==> config.mk <==
export PLATFORM = sky130hd
export DESIGN_NAME = calc_cmd_sched
export DESIGN_NICKNAME = d
export VERILOG_FILES = /design/src/rtl/calc_pkg.sv /design/src/rtl/calc_cmd_fifo.sv /design/src/rtl/calc_cmd_sched.sv
export SDC_FILE = /design/constraint.sdc
export NUM_CORES = 1
export LEC_CHECK = 0
export ABC_AREA = 1
export CAP_MARGIN = 25
export CELL_PAD_IN_SITES_DETAIL_PLACEMENT = 0
export CELL_PAD_IN_SITES_GLOBAL_PLACEMENT = 1
export CORE_MARGIN = 1
export CORE_UTILIZATION = 41
export DETAILED_ROUTE_END_ITERATION = 7
export PLACE_DENSITY = 0.84
export SLEW_MARGIN = 30
export SYNTH_ARGS = -nofsm -noshare
export SYNTH_HDL_FRONTEND = slang
export SYNTH_SLANG_ARGS = --single-unit
==> constraint.sdc <==
create_clock -name clk -period 2.1 [get_ports clk]
set_input_delay 0.42 -clock clk [delete_from_list [all_inputs] [get_ports clk]]
set_output_delay 0.42 -clock clk [all_outputs]
set_load 0.01 [all_outputs]
==> src/rtl/calc_pkg.sv <==
// calc_pkg: calc status/command codes, scheduler state encoding and source index
// shared by the command scheduler and its FIFOs.
package calc_pkg;
    localparam logic [1:0] ST_ERR   = 2'b00;
    localparam logic [1:0] ST_BUSY  = 2'b01;
    localparam logic [1:0] ST_READY = 2'b10;
    localparam logic [3:0] CMD_ADD  = 4'hA;
    localparam logic [3:0] CMD_SUB  = 4'hB;
    localparam logic [3:0] CMD_MUL  = 4'hC;
    localparam logic [3:0] CMD_EQ   = 4'hE;
    localparam logic [3:0] CMD_BKSP = 4'hF;
    typedef enum logic [1:0] {IDLE, WAIT_ACC, WAIT_RDY, ERROR} sched_state_t;
    typedef logic src_t;
    localparam src_t SRC_KEY  = 1'b0;
    localparam src_t SRC_HOST = 1'b1;
endpackage

==> src/rtl/calc_cmd_fifo.sv <==
// calc_cmd_fifo: DEPTH x 4-bit command FIFO with synchronous flush; pushes while
// full and pops while empty are ignored.
module calc_cmd_fifo #(
    parameter int DEPTH = 4,
    localparam int AW = $clog2(DEPTH)
) (
    input  logic          clk,
    input  logic          rst_n,
    input  logic          push_i,
    input  logic          pop_i,
    input  logic          flush_i,
    input  logic [3:0]    data_i,
    output logic [3:0]    head_o,
    output logic          full_o,
    output logic          empty_o,
    output logic [AW:0]   count_o
);
    logic [3:0]    mem_q [DEPTH];
    logic [AW-1:0] wr_q, rd_q;
    logic [AW:0]   count_q;
    logic          push_ok, pop_ok;
    assign full_o  = count_q == (AW+1)'(DEPTH);
    assign empty_o = count_q == '0;
    assign count_o = count_q;
    assign head_o  = mem_q[rd_q];
    assign push_ok = push_i && !full_o;
    assign pop_ok  = pop_i && !empty_o;
    always_ff @(posedge clk or negedge rst_n) begin
        if (!rst_n) begin
            wr_q    <= '0;
            rd_q    <= '0;
            count_q <= '0;
        end else if (flush_i) begin
            wr_q    <= '0;
            rd_q    <= '0;
            count_q <= '0;
        end else begin
            if (push_ok) wr_q <= wr_q + AW'(1);
            if (pop_ok) rd_q <= rd_q + AW'(1);
            count_q <= count_q + (AW+1)'(push_ok) - (AW+1)'(pop_ok);
        end
    end
    always_ff @(posedge clk) begin
        if (push_ok && !flush_i) mem_q[wr_q] <= data_i;
    end
endmodule

==> src/rtl/calc_cmd_sched.sv <==
// calc_cmd_sched: two-source command scheduler with per-expression lock in front of calc.
// Optional watchdog enabled by defining CALC_SCHED_TIMEOUT_EN.
module calc_cmd_sched
    import calc_pkg::*;
#(
    parameter int         DEPTH    = 4,
    parameter logic [3:0] IDLE_CMD = 4'hD,
    parameter int         TIMEOUT  = 64
) (
    input  logic       clk,
    input  logic       rst_n,
    input  logic [3:0] key_cmd_i,
    input  logic       key_valid_i,
    output logic       key_ready_o,
    input  logic [3:0] host_cmd_i,
    input  logic       host_valid_i,
    output logic       host_ready_o,
    input  logic [1:0] calc_status_i,
    output logic [3:0] calc_cmd_o,
    output logic       owner_o,
    output logic       locked_o,
    output logic       busy_o,
    output logic       err_o,
    output logic       timeout_o
);
    localparam int CW = $clog2(DEPTH) + 1;
    sched_state_t state_q, state_d;
    logic [3:0]   cmd_q, cmd_d;
    src_t         owner_q, owner_d, rr_q, rr_d, pick;
    logic         locked_q, locked_d, eq_q, eq_d, issue, to_hit;
    logic [3:0]   cmd_in [2];
    logic [3:0]   head [2];
    logic [CW-1:0] unused_count [2];
    logic [1:0]   valid, ready, push, pop, full, empty;
    assign cmd_in[0] = key_cmd_i;
    assign cmd_in[1] = host_cmd_i;
    assign valid = {host_valid_i, key_valid_i};
    assign ready = ~full & {2{state_q != ERROR}};
    assign push  = valid & ready;
    assign key_ready_o  = ready[0];
    assign host_ready_o = ready[1];
    for (genvar i = 0; i < 2; i++) begin : g_fifo
        calc_cmd_fifo #(.DEPTH(DEPTH)) u_fifo (
            .clk     (clk),
            .rst_n   (rst_n),
            .push_i  (push[i]),
            .pop_i   (pop[i]),
            .flush_i (state_q == ERROR),
            .data_i  (cmd_in[i]),
            .head_o  (head[i]),
            .full_o  (full[i]),
            .empty_o (empty[i]),
            .count_o (unused_count[i])
        );
    end
    // Unlocked: take the preferred source if it has work, otherwise the other one.
    assign pick  = locked_q ? owner_q : (!empty[rr_q] ? rr_q : ~rr_q);
    assign issue = state_q == IDLE && calc_status_i == ST_READY && !empty[pick];
    assign pop   = {issue && pick == SRC_HOST, issue && pick == SRC_KEY};
`ifdef CALC_SCHED_TIMEOUT_EN
    logic [15:0] tcnt_q, tcnt_d;
    logic        timeout_q, waiting;
    assign waiting = state_q == WAIT_ACC || state_q == WAIT_RDY;
    assign to_hit  = waiting && tcnt_q == 16'(TIMEOUT - 1);
    assign tcnt_d  = (state_d != state_q || !waiting) ? '0 : tcnt_q + 16'd1;
    assign timeout_o = timeout_q;
    always_ff @(posedge clk or negedge rst_n) begin
        if (!rst_n) begin
            tcnt_q    <= '0;
            timeout_q <= 1'b0;
        end else begin
            tcnt_q    <= tcnt_d;
            timeout_q <= to_hit;
        end
    end
`else
    logic unused_timeout;
    assign unused_timeout = TIMEOUT != 0;
    assign to_hit    = 1'b0;
    assign timeout_o = 1'b0;
`endif
    always_comb begin
        state_d  = state_q;
        cmd_d    = cmd_q;
        owner_d  = owner_q;
        locked_d = locked_q;
        rr_d     = rr_q;
        eq_d     = eq_q;
        if (calc_status_i == ST_ERR || to_hit || state_q == ERROR) begin
            state_d  = ERROR;
            cmd_d    = IDLE_CMD;
            locked_d = 1'b0;
        end else begin
            case (state_q)
                IDLE: if (issue) begin
                    state_d  = WAIT_ACC;
                    cmd_d    = head[pick];
                    eq_d     = head[pick] == CMD_EQ;
                    locked_d = 1'b1;
                    owner_d  = pick;
                end
                WAIT_ACC: if (calc_status_i == ST_BUSY) begin
                    state_d = WAIT_RDY;
                    cmd_d   = IDLE_CMD;
                end
                WAIT_RDY: if (calc_status_i == ST_READY) begin
                    state_d  = IDLE;
                    locked_d = eq_q ? 1'b0 : locked_q;
                    rr_d     = eq_q ? ~owner_q : rr_q;
                end
                default: ;
            endcase
        end
    end
    always_ff @(posedge clk or negedge rst_n) begin
        if (!rst_n) begin
            state_q  <= IDLE;
            cmd_q    <= IDLE_CMD;
            owner_q  <= SRC_KEY;
            locked_q <= 1'b0;
            rr_q     <= SRC_KEY;
            eq_q     <= 1'b0;
        end else begin
            state_q  <= state_d;
            cmd_q    <= cmd_d;
            owner_q  <= owner_d;
            locked_q <= locked_d;
            rr_q     <= rr_d;
            eq_q     <= eq_d;
        end
    end
    assign calc_cmd_o = cmd_q;
    assign owner_o    = owner_q;
    assign locked_o   = locked_q;
    assign busy_o     = state_q != IDLE;
    assign err_o      = state_q == ERROR;
endmodule
==> flow_summary.ini, run 1 <==
[floorplanning]
core_um2 = 6910
die_h_um = 87.2
die_w_um = 87.2
start_util = 0.431
row_count = 30
io_pins = 25
die-area_um2 = 7600

[grt]
grt_start_max_net_pins = 25
antenna_found_initial = 0
grt_pass1_wl_um = 9670
grt_overflow = 0
grt_pass1_vias = 2116
grt_usage = 0.166

[critical_path]
r2r_cells = 13
r2r_end = g_fifo[0].u_fifo.count_o[2]
reg2reg_slack_ns = -0.18
cp.arrival_ns = 2.51
critPathTopFamily = adder cells
start_kind = register
path_max_fanout = 3
endpoint_kind = register
crit_end = g_fifo[0].u_fifo.count_o[2]
crit_cells = 13
crit_chain = inv_2 > ha_4 > inv_4 > nor3_4 > nand2_1 > nor2_2 > ha_1 > inv_1 > ha_1 > inv_2 > fa_2 > and3_4 > nor3_2
regToRegStartpoint = state_q[0]
critPathKind = register to register
required_ns = 2.33
max_stage_delay_ns = 0.40
cp_num_buf_inv = 4
critical_path.startpoint = state_q[0]
slowest_stage = dfrtp_1

[sta]
final-hold-violation-count = 0
rsz0062_at_grt = true
setup_slack_ns = -0.182
holdWs_ns = 0.466
fmax_ghz = 0.438
setup_tns_ns = -0.610
timing.final.crit_share = 1.09
fin_crit_ns = 2.28
maxSlewViolCount = 0
finalSetupViolations = 4
fin_skew_ns = 0.0110

[pwr]
switching_share = 0.398
p_int_uw = 3120
combPwrFrac = 0.516
p_sw_uw = 2070
total_power_uw = 5190
ir_drop_v = 0.000421
clkPwrFrac = 0.153
p_leak_uw = 0.00164
pwr-share-seq = 0.331
powerDensity_nw_per_um2 = 1400

[clock_network]
numCtsBuffers = 5
htreeDepth = 2
root_buffer = clkbuf_8
clockBufferDepth = 2
clkTransAtPathRegs_ns = 0.10
cts_tree = built
clock_sinks = 56
insertion_delay_ns = 0.31
postCtsHoldBufs = 0

[drt]
drtIter0Drc = 80
vias = 2155
drc = 0
firstDrtPassIters = 5
post_drt_wl_per_cell_um = 12.4
antenna_left = 0
wl_um = 5640
viasPerCell = 4.75

[final_layout]
fin_util = 0.536
fin_nets = 389
n_antenna_cell = 0
syn2layout_area_growth_pct = 24.3
drive_above_1_share = 0.240
final_cells = 454

[yosys]
synthTopCellsByArea = edfxtp_1 (32%), dfrtp_1 (18%), ha_1 (6.7%)
syn_inst = 304
yosys.area.top_type_share = 0.323
synth_seq_cells = 56
synth_edf_count = 32
yosys_warnings = 0
synth_common_cells = nand2_1 (51), inv_1 (43), nor2_1 (33), edfxtp_1 (32), dfrtp_1 (21)
synth_most_common_cell = nand2_1
yosysTopAreaCell = edfxtp_1
syn_area_um2 = 2980
synth_cell_type_count = 37
seq_area_frac_synth = 0.526
syn_avg_cell_area_um2 = 9.79
yosys_most_used_dff = edfxtp_1
synth_fp_nets = 336
synthArstFlopShare = 0.429

[place]
dp_hpwl_um = 4300
port_buffers = 23
dp_cells = 442
place.gp.congestion = 0.770

[worst_hold_path]
holdCritPathClass = input pin to asynchronous set/reset pin

[outcome]
status = finished with violations
violations = negative setup slack

[job]
maxCapViolations = 0
## metal layers
metal	part of all wire	GRT usage	up-vias
li1	-	-	1092
met5	0	0	-
met4	0.016	0.0551	0
met3	0.024	0.0275	6
met2	0.48	0.279	40
met1	0.48	0.219	1017
## power by group through the flow
stage / Combinational, µW / Sequential (µW) / Clock, µW
after floorplan: 1700 / 1690 / 0
final: 2670 / 1720 / 794
after CTS: 2660 / 1720 / 815
after detailed placement: 2590 / 1730 / 0
after global placement: 2530 / 1720 / 0
after global routing: 3030 / 1750 / 856
## stage by stage
stage	area [µm²]	setup slack, ns
after floorplan	2990	-0.213
after global placement	3490	-0.509
after detailed placement	3490	-0.592
after CTS	3670	-0.198
after global routing	3700	-0.357
final	3700	-0.182
## cell type report
cell class	instances	area (µm²)
Fill cell	626	3210
Tap cell	96	120
Clock buffer	8	144
Timing Repair Buffer	50	429
Sequential cell	56	1570
Inverter	51	194
Multi-Input combinational cell	193	1250
## cells by family (layout without fill, tap and decap cells)
group / count (synthesis) / count (layout) / share of synthesized area
AOI/OAI and AO/OA: 43 / 43 / 0.0832
xor gates and xnor gates: 2 / 2 / 0.00589
adders and majority gates: 18 / 18 / 0.0807
buffers and inverters: 55 / 109 / 0.0719
DFF: 56 / 56 / 0.526
other: 1 / 1 / 0.00126
and+or+nand+nor: 129 / 129 / 0.231
## cell usage in the layout (no fill, tap or decap), drive strengths merged
cell type	netlist	layout
nand2	60	60
inv	51	51
dlymetal6s2s	0	1
nor2	40	40
clkdlybuf4s50	0	17
o21a	1	1
and3	1	1
xnor2	1	1
or2	2	2
ha	16	16
dfrtp	21	21
nand3	17	17
nand4	6	6
edfxtp	32	32
a22o	2	2
fa	2	2
xor2	1	1
a21oi	10	10
dlygate4sd2	0	5
o21ai	27	27
o22ai	3	3
dfstp	3	3
conb	1	1
clkbuf	0	8
nor3	3	3
buf	4	27
## sequential cells by signal, summed over array words and instances, names as in the netlist
register,flops
calc_cmd_o,4
rr_q,1
eq_q,1
g_fifo.u_fifo.wr_q,4
g_fifo.u_fifo.count_o,6
g_fifo.u_fifo.mem_q,32
owner_o,1
state_q,2
g_fifo.u_fifo.rd_q,4
locked_o,1
## repair_timing
action / in CTS / in global routing
setup buffers: 1 / 3
gates resized for setup: 13 / 5
pin swaps: 6 / 3
endpoints found under the setup margin: 7 / 5
## worst min path at each step
stage / start / slack, ns / depth (start not counted) / to
global route: rst_n / 0.49 / 2 / calc_cmd_o[1]
floorplan: rst_n / 0.12 / 0 / calc_cmd_o[1]
global placement: calc_cmd_o[2] / 0.45 / 2 / calc_cmd_o[2]
detailed placement: calc_cmd_o[3] / 0.46 / 2 / calc_cmd_o[3]
finish: rst_n / 0.47 / 2 / calc_cmd_o[1]
CTS: calc_cmd_o[3] / 0.47 / 2 / calc_cmd_o[3]
Note: power is estimated with default switching activity, not from simulation.
==> run 2: changes to the inputs <==
--- a/config.mk
+++ b/config.mk
@@ -5,14 +5,14 @@
 export SDC_FILE = /design/constraint.sdc
 export NUM_CORES = 1
 export LEC_CHECK = 0
-export ABC_AREA = 1
 export CAP_MARGIN = 25
 export CELL_PAD_IN_SITES_DETAIL_PLACEMENT = 0
 export CELL_PAD_IN_SITES_GLOBAL_PLACEMENT = 1
 export CORE_MARGIN = 1
-export CORE_UTILIZATION = 41
+export CORE_UTILIZATION = 44
 export DETAILED_ROUTE_END_ITERATION = 7
-export PLACE_DENSITY = 0.84
+export PLACE_DENSITY = 0.83
+export SKIP_LAST_GASP = 1
 export SLEW_MARGIN = 30
 export SYNTH_ARGS = -nofsm -noshare
 export SYNTH_HDL_FRONTEND = slang
==> constraint.sdc (replaced) <==
create_clock -name clk -period 2.8 [get_ports clk]
set_input_delay 0.56 -clock clk [delete_from_list [all_inputs] [get_ports clk]]
set_output_delay 0.56 -clock clk [all_outputs]
set_load 0.01 [all_outputs]
==> flow_summary.ini, run 2 <==
[outcome]
status = complete, no violations

[sta]
rsz0062_at_grt = false
final-hold-violation-count = 0
fin_skew_ns = 0.00748
timing.final.crit_share = 0.949
finalSetupViolations = 0
fin_crit_ns = 2.66
maxSlewViolCount = 0
fmax_ghz = 0.376

[yosys]
synth_cell_type_count = 45
synth_seq_cells = 56
synthArstFlopShare = 0.429
yosys.area.top_type_share = 0.349
syn_area_um2 = 2750
synth_common_cells = edfxtp_1 (32), dfrtp_1 (21), inv_1 (19), nor2_1 (18), ha_1 (16)
seq_area_frac_synth = 0.569
yosys_most_used_dff = edfxtp_1
yosys_warnings = 0
synth_edf_count = 32
synthTopCellsByArea = edfxtp_1 (35%), dfrtp_1 (19%), ha_1 (7.3%)
yosysTopAreaCell = edfxtp_1
synth_fp_nets = 240
syn_inst = 208
synth_most_common_cell = edfxtp_1
syn_avg_cell_area_um2 = 13.2

[floorplanning]
die_h_um = 81.1
die_w_um = 81.1
row_count = 28
die-area_um2 = 6570
core_um2 = 5990
io_pins = 25
start_util = 0.459

[worst_hold_path]
holdCritPathClass = register to register

[critical_path]
start_kind = input pin
slowest_stage = clkdlybuf4s50_1
max_stage_delay_ns = 0.41
critPathKind = input pin to register
endpoint_kind = register
cp.arrival_ns = 2.86
path_max_fanout = 2
crit_chain = clkdlybuf4s50_1 > nand3b_1 > a2111oi_2 > ha_1 > inv_1 > ha_1 > inv_1 > fa_1 > xor2_1 > xnor2_1 > nor2_1
required_ns = 3.00
cp_num_buf_inv = 3
critPathTopFamily = adder cells

[grt]
grt_pass1_wl_um = 7760
grt_usage = 0.163
grt_pass1_vias = 1611
antenna_found_initial = 0
grt_start_max_net_pins = 25
grt_overflow = 0

[clock_network]
clockBufferDepth = 2
root_buffer = clkbuf_8
cts_tree = built
clock_sinks = 56
clkTransAtPathRegs_ns = 0.09
postCtsHoldBufs = 0
htreeDepth = 2
numCtsBuffers = 5
insertion_delay_ns = 0.31

[drt]
post_drt_wl_per_cell_um = 15.1
firstDrtPassIters = 4
viasPerCell = 5.12
drtIter0Drc = 64
wl_um = 4840
vias = 1644
drc = 0
antenna_left = 0

[final_layout]
final_common_cell = edfxtp_1
syn2layout_area_growth_pct = 17.9
n_antenna_cell = 0
drive_above_1_share = 0.175
fin_util = 0.541
largest_reg_flops = 32
fin_nets = 277
top_register = g_fifo.u_fifo.mem_q
fillers = 516
most-common-layout-cells = edfxtp_1 (32), clkdlybuf4s50_1 (23), dfrtp_1 (20)

[pwr]
total_power_uw = 1420
powerDensity_nw_per_um2 = 437
pwr-share-seq = 0.626
p_leak_uw = 0.00130
p_sw_uw = 306
switching_share = 0.216
clkPwrFrac = 0.300
ir_drop_v = 0.000234
combPwrFrac = 0.075
p_int_uw = 1110

[place]
place.gp.congestion = 0.895
port_buffers = 23
dp_hpwl_um = 3610

[job]
maxCapViolations = 0
## run 2: cell families (layout without fill, tap and decap cells)
kind of cell / Yosys count / after routing / share of synthesized area
buffers and inverters: 27 / 65 / 0.0409
DFF: 56 / 56 / 0.569
and+or+nand+nor: 54 / 54 / 0.100
muxes: 19 / 19 / 0.111
other: 1 / 1 / 0.00136
AOI/OAI and AO/OA: 25 / 25 / 0.0651
adders and majority gates: 18 / 18 / 0.0874
xor gates and xnor gates: 8 / 8 / 0.0255
## run 2: timing repair
| item | in CTS | in global routing |
|---|---|---|
| hold endpoints to repair | 0 | 0 |
| setup endpoints to repair | 0 | 1 |
| gates resized for setup | 0 | 5 |
| setup buffers | 0 | 1 |
## run 2: per-layer routing
metal / part of all wire / GRT usage
met1: 0.47 / 0.216
met3: 0.022 / 0.0337
met2: 0.48 / 0.259
met5: 0 / 0
met4: 0.023 / 0.0696
## run 2: power by group through the flow
stage	sequential (µW)	clock (µW)	combinational (µW)
2_1_floorplan	904	0	63.4
3_3_place_gp	905	0	103
3_5_place_dp	905	0	105
4_1_cts	887	431	106
5_1_grt	889	450	117
6_report	887	425	106
## run 2: layout make-up
class	instances	area (µm²)	share of cell area
well taps	75	93.8	0.0289
inverters	19	71.3	0.0220
multi-input cells	125	1090	0.335
clock buffers	7	76.3	0.0235
repair buffers	38	343	0.106
clock inverters	1	5.00	0.00154
flip-flops and latches	56	1570	0.483
## run 2: worst register-to-register path: cells and delay by family, from the launching register on
family,cells,cell delay [ns]
fa+ha+maj,3,0.75
simple gates,3,0.56
flops,1,0.46
compound gates,1,0.35
xor+xnor,2,0.30
buf+inv,2,0.10
## run 2: worst paths after layout
kind                                                   from                     endpoint  slack [ns]  depth (start not counted)
worst max register to register  g_fifo[1].u_fifo.count_o[2]  g_fifo[1].u_fifo.count_o[2]        0.17                         11
worst max-delay path                       calc_status_i[0]  g_fifo[0].u_fifo.count_o[2]        0.14                         11
worst min-delay path                                   rr_q                         rr_q        0.52                          1
max in group asynchronous                             rst_n                calc_cmd_o[3]        1.89                          2
min in group asynchronous                             rst_n                         eq_q        0.62                          2
worst min register to register                         rr_q                         rr_q        0.52                          1
## run 2: metrics by stage
stage	hold slack, ns	TNS [ns]	cells	setup slack, ns	cell area [µm²]
after global placement	0.498	-0.246	312	-0.128	3140
final	0.523	0	321	0.143	3240
after global routing	0.550	0	321	0.00834	3240
after floorplan	0.264	0	208	0.0346	2750
after detailed placement	0.495	-0.358	312	-0.193	3140
after CTS	0.527	0	320	0.127	3220
==> run 3: changes to the inputs <==
--- a/config.mk
+++ b/config.mk
@@ -12,6 +12,7 @@
 export CORE_UTILIZATION = 44
 export DETAILED_ROUTE_END_ITERATION = 7
 export PLACE_DENSITY = 0.83
+export SETUP_SLACK_MARGIN = 0.15
 export SKIP_LAST_GASP = 1
 export SLEW_MARGIN = 30
 export SYNTH_ARGS = -nofsm -noshare
==> flow_summary.ini, run 3 (same netlist as run 2, synthesis figures left out) <==
[outcome]
status = complete, no violations

[sta]
rsz0062_at_grt = true
maxSlewViolCount = 0
final-hold-violation-count = 0
fin_skew_ns = 0.0179
holdWs_ns = 0.520
fmax_ghz = 0.378
timing.final.crit_share = 0.944
finalSetupViolations = 0
fin_crit_ns = 2.64

[floorplanning]
die_w_um = 81.1
row_count = 28
core_um2 = 5990
start_util = 0.459
die-area_um2 = 6570
die_h_um = 81.1
io_pins = 25

[drt]
vias = 1695
drtIter0Drc = 129
wl_um = 4760
drc = 0
post_drt_wl_per_cell_um = 14.6
antenna_left = 0
viasPerCell = 5.20
firstDrtPassIters = 4

[final_layout]
syn2layout_area_growth_pct = 21.5
largest_reg_flops = 32
fin_nets = 282
top_register = g_fifo.u_fifo.mem_q
most-common-layout-cells = edfxtp_1 (32), clkdlybuf4s50_1 (23), dfrtp_1 (21)
final_common_cell = edfxtp_1
design_area_um2 = 3340
n_antenna_cell = 0
drive_above_1_share = 0.227
fillers = 486

[place]
port_buffers = 23
place.gp.congestion = 0.827
place_area_um2 = 3180
dp_hpwl_um = 3660

[critical_path]
cp_num_buf_inv = 3
slowest_stage = clkdlybuf4s50_1
start_kind = input pin
r2r_cells = 12
critPathTopFamily = adder cells
endpoint_kind = register
crit_chain = clkdlybuf4s50_1 > nand3b_1 > a2111oi_4 > ha_1 > inv_1 > ha_1 > inv_1 > fa_2 > xor2_1 > xnor2_1 > nor2_1
path_max_fanout = 2
reg2reg_slack_ns = 0.21
crit_cells = 11
regToRegStartpoint = state_q[0]
critPathKind = input pin to register
r2r_end = g_fifo[0].u_fifo.count_o[2]
max_stage_delay_ns = 0.42
required_ns = 2.99
cp.arrival_ns = 2.84

[pwr]
powerDensity_nw_per_um2 = 427
p_int_uw = 1110
ir_drop_v = 0.000213
switching_share = 0.220
pwr-share-seq = 0.621
p_sw_uw = 314
clkPwrFrac = 0.303
combPwrFrac = 0.075
p_leak_uw = 0.00132

[worst_hold_path]
holdCritPathClass = register to register
min_from = rr_q
worstHoldEndpoint = rr_q
hold_depth = 1

[grt]
antenna_found_initial = 0
grt_start_max_net_pins = 25
grt_usage = 0.162
grt_pass1_vias = 1623
grt_pass1_wl_um = 7790
grt_overflow = 0

[job]
maxCapViolations = 0

[clock_network]
cts_tree = built
clkTransAtPathRegs_ns = 0.09
clockBufferDepth = 2
insertion_delay_ns = 0.31
root_buffer = clkbuf_8
postCtsHoldBufs = 0
clock_sinks = 56
numCtsBuffers = 5
htreeDepth = 2
## run 3: cell count changes in the layout (fill, tap and decap cells not counted), moves of 2 or more
cell / delta
ha_4: +2
buf_4: +5
inv_1: -3
ha_1: -3
clkbuf_1: -2
inv_2: +3
## run 3: worst max path at each step
stage	start	to	slack, ns
detailed placement	calc_status_i[0]	g_fifo[0].u_fifo.count_o[2]	-0.17
CTS	calc_status_i[0]	g_fifo[1].u_fifo.count_o[2]	0.17
global placement	calc_status_i[0]	g_fifo[0].u_fifo.count_o[2]	-0.12
finish	calc_status_i[0]	g_fifo[0].u_fifo.count_o[2]	0.16
global route	calc_status_i[0]	g_fifo[0].u_fifo.count_o[2]	0.04
floorplan	g_fifo[1].u_fifo.count_o[1]	g_fifo[1].u_fifo.count_o[2]	0.13
## run 3: stage by stage
step | worst slack, ns | util | cells | total power (µW) | setup TNS [ns]
2_1_floorplan | 0.131 | - | 208 | 968 | 0
3_3_place_gp | -0.122 | 0.530 | 313 | 1010 | -0.201
3_5_place_dp | -0.169 | 0.530 | 313 | 1010 | -0.267
4_1_cts | 0.170 | 0.547 | 321 | 1440 | 0
5_1_grt | 0.0421 | 0.558 | 326 | 1490 | 0
6_report | 0.157 | 0.558 | 326 | 1430 | 0
## run 3: area by class of cell
type                       count  area (µm²)  share of cell area
sequential                    56        1570               0.469
multi-input combinational    125        1140               0.341
timing repair buffer          43         380               0.114
tap                           75        93.8              0.0281
inverter                      19        71.3              0.0213
clock buffer                   5        68.8              0.0206
clock inverter                 3        22.5             0.00674
## run 3: metal layers
metal / vias to the layer above / routed length (µm) / GRT usage
met2: 33 / 2410 / 0.263
met4: 0 / 25 / 0.0554
li1: 821 / - / -
met3: 2 / 150 / 0.0393
met5: - / 0 / 0
met1: 839 / 2180 / 0.212
## run 3: repair_timing
action	in CTS	in global routing
cloned	0	0
buffers inserted	0	5
pin swaps	0	8
gates resized for setup	1	7
endpoints found under the setup margin	1	3
## run 3: worst reg2reg max path: stages, from the launching register on
cell	delay (ns)
dfrtp_1	0.44
inv_2	0.09
ha_2	0.17
nand3b_1	0.17
a2111oi_4	0.38
ha_1	0.28
inv_1	0.06
ha_1	0.13
inv_1	0.05
fa_2	0.33
xor2_1	0.16
xnor2_1	0.17
nor2_1	0.05
## run 3: power groups by stage
stage                     Combinational [µW]  Sequential (µW)  Clock [µW]
after floorplan                         64.0              904           0
after global placement                   105              904           0
after detailed placement                 107              905           0
after CTS                                110              887         446
after global routing                     121              889         475
final                                    108              887         433
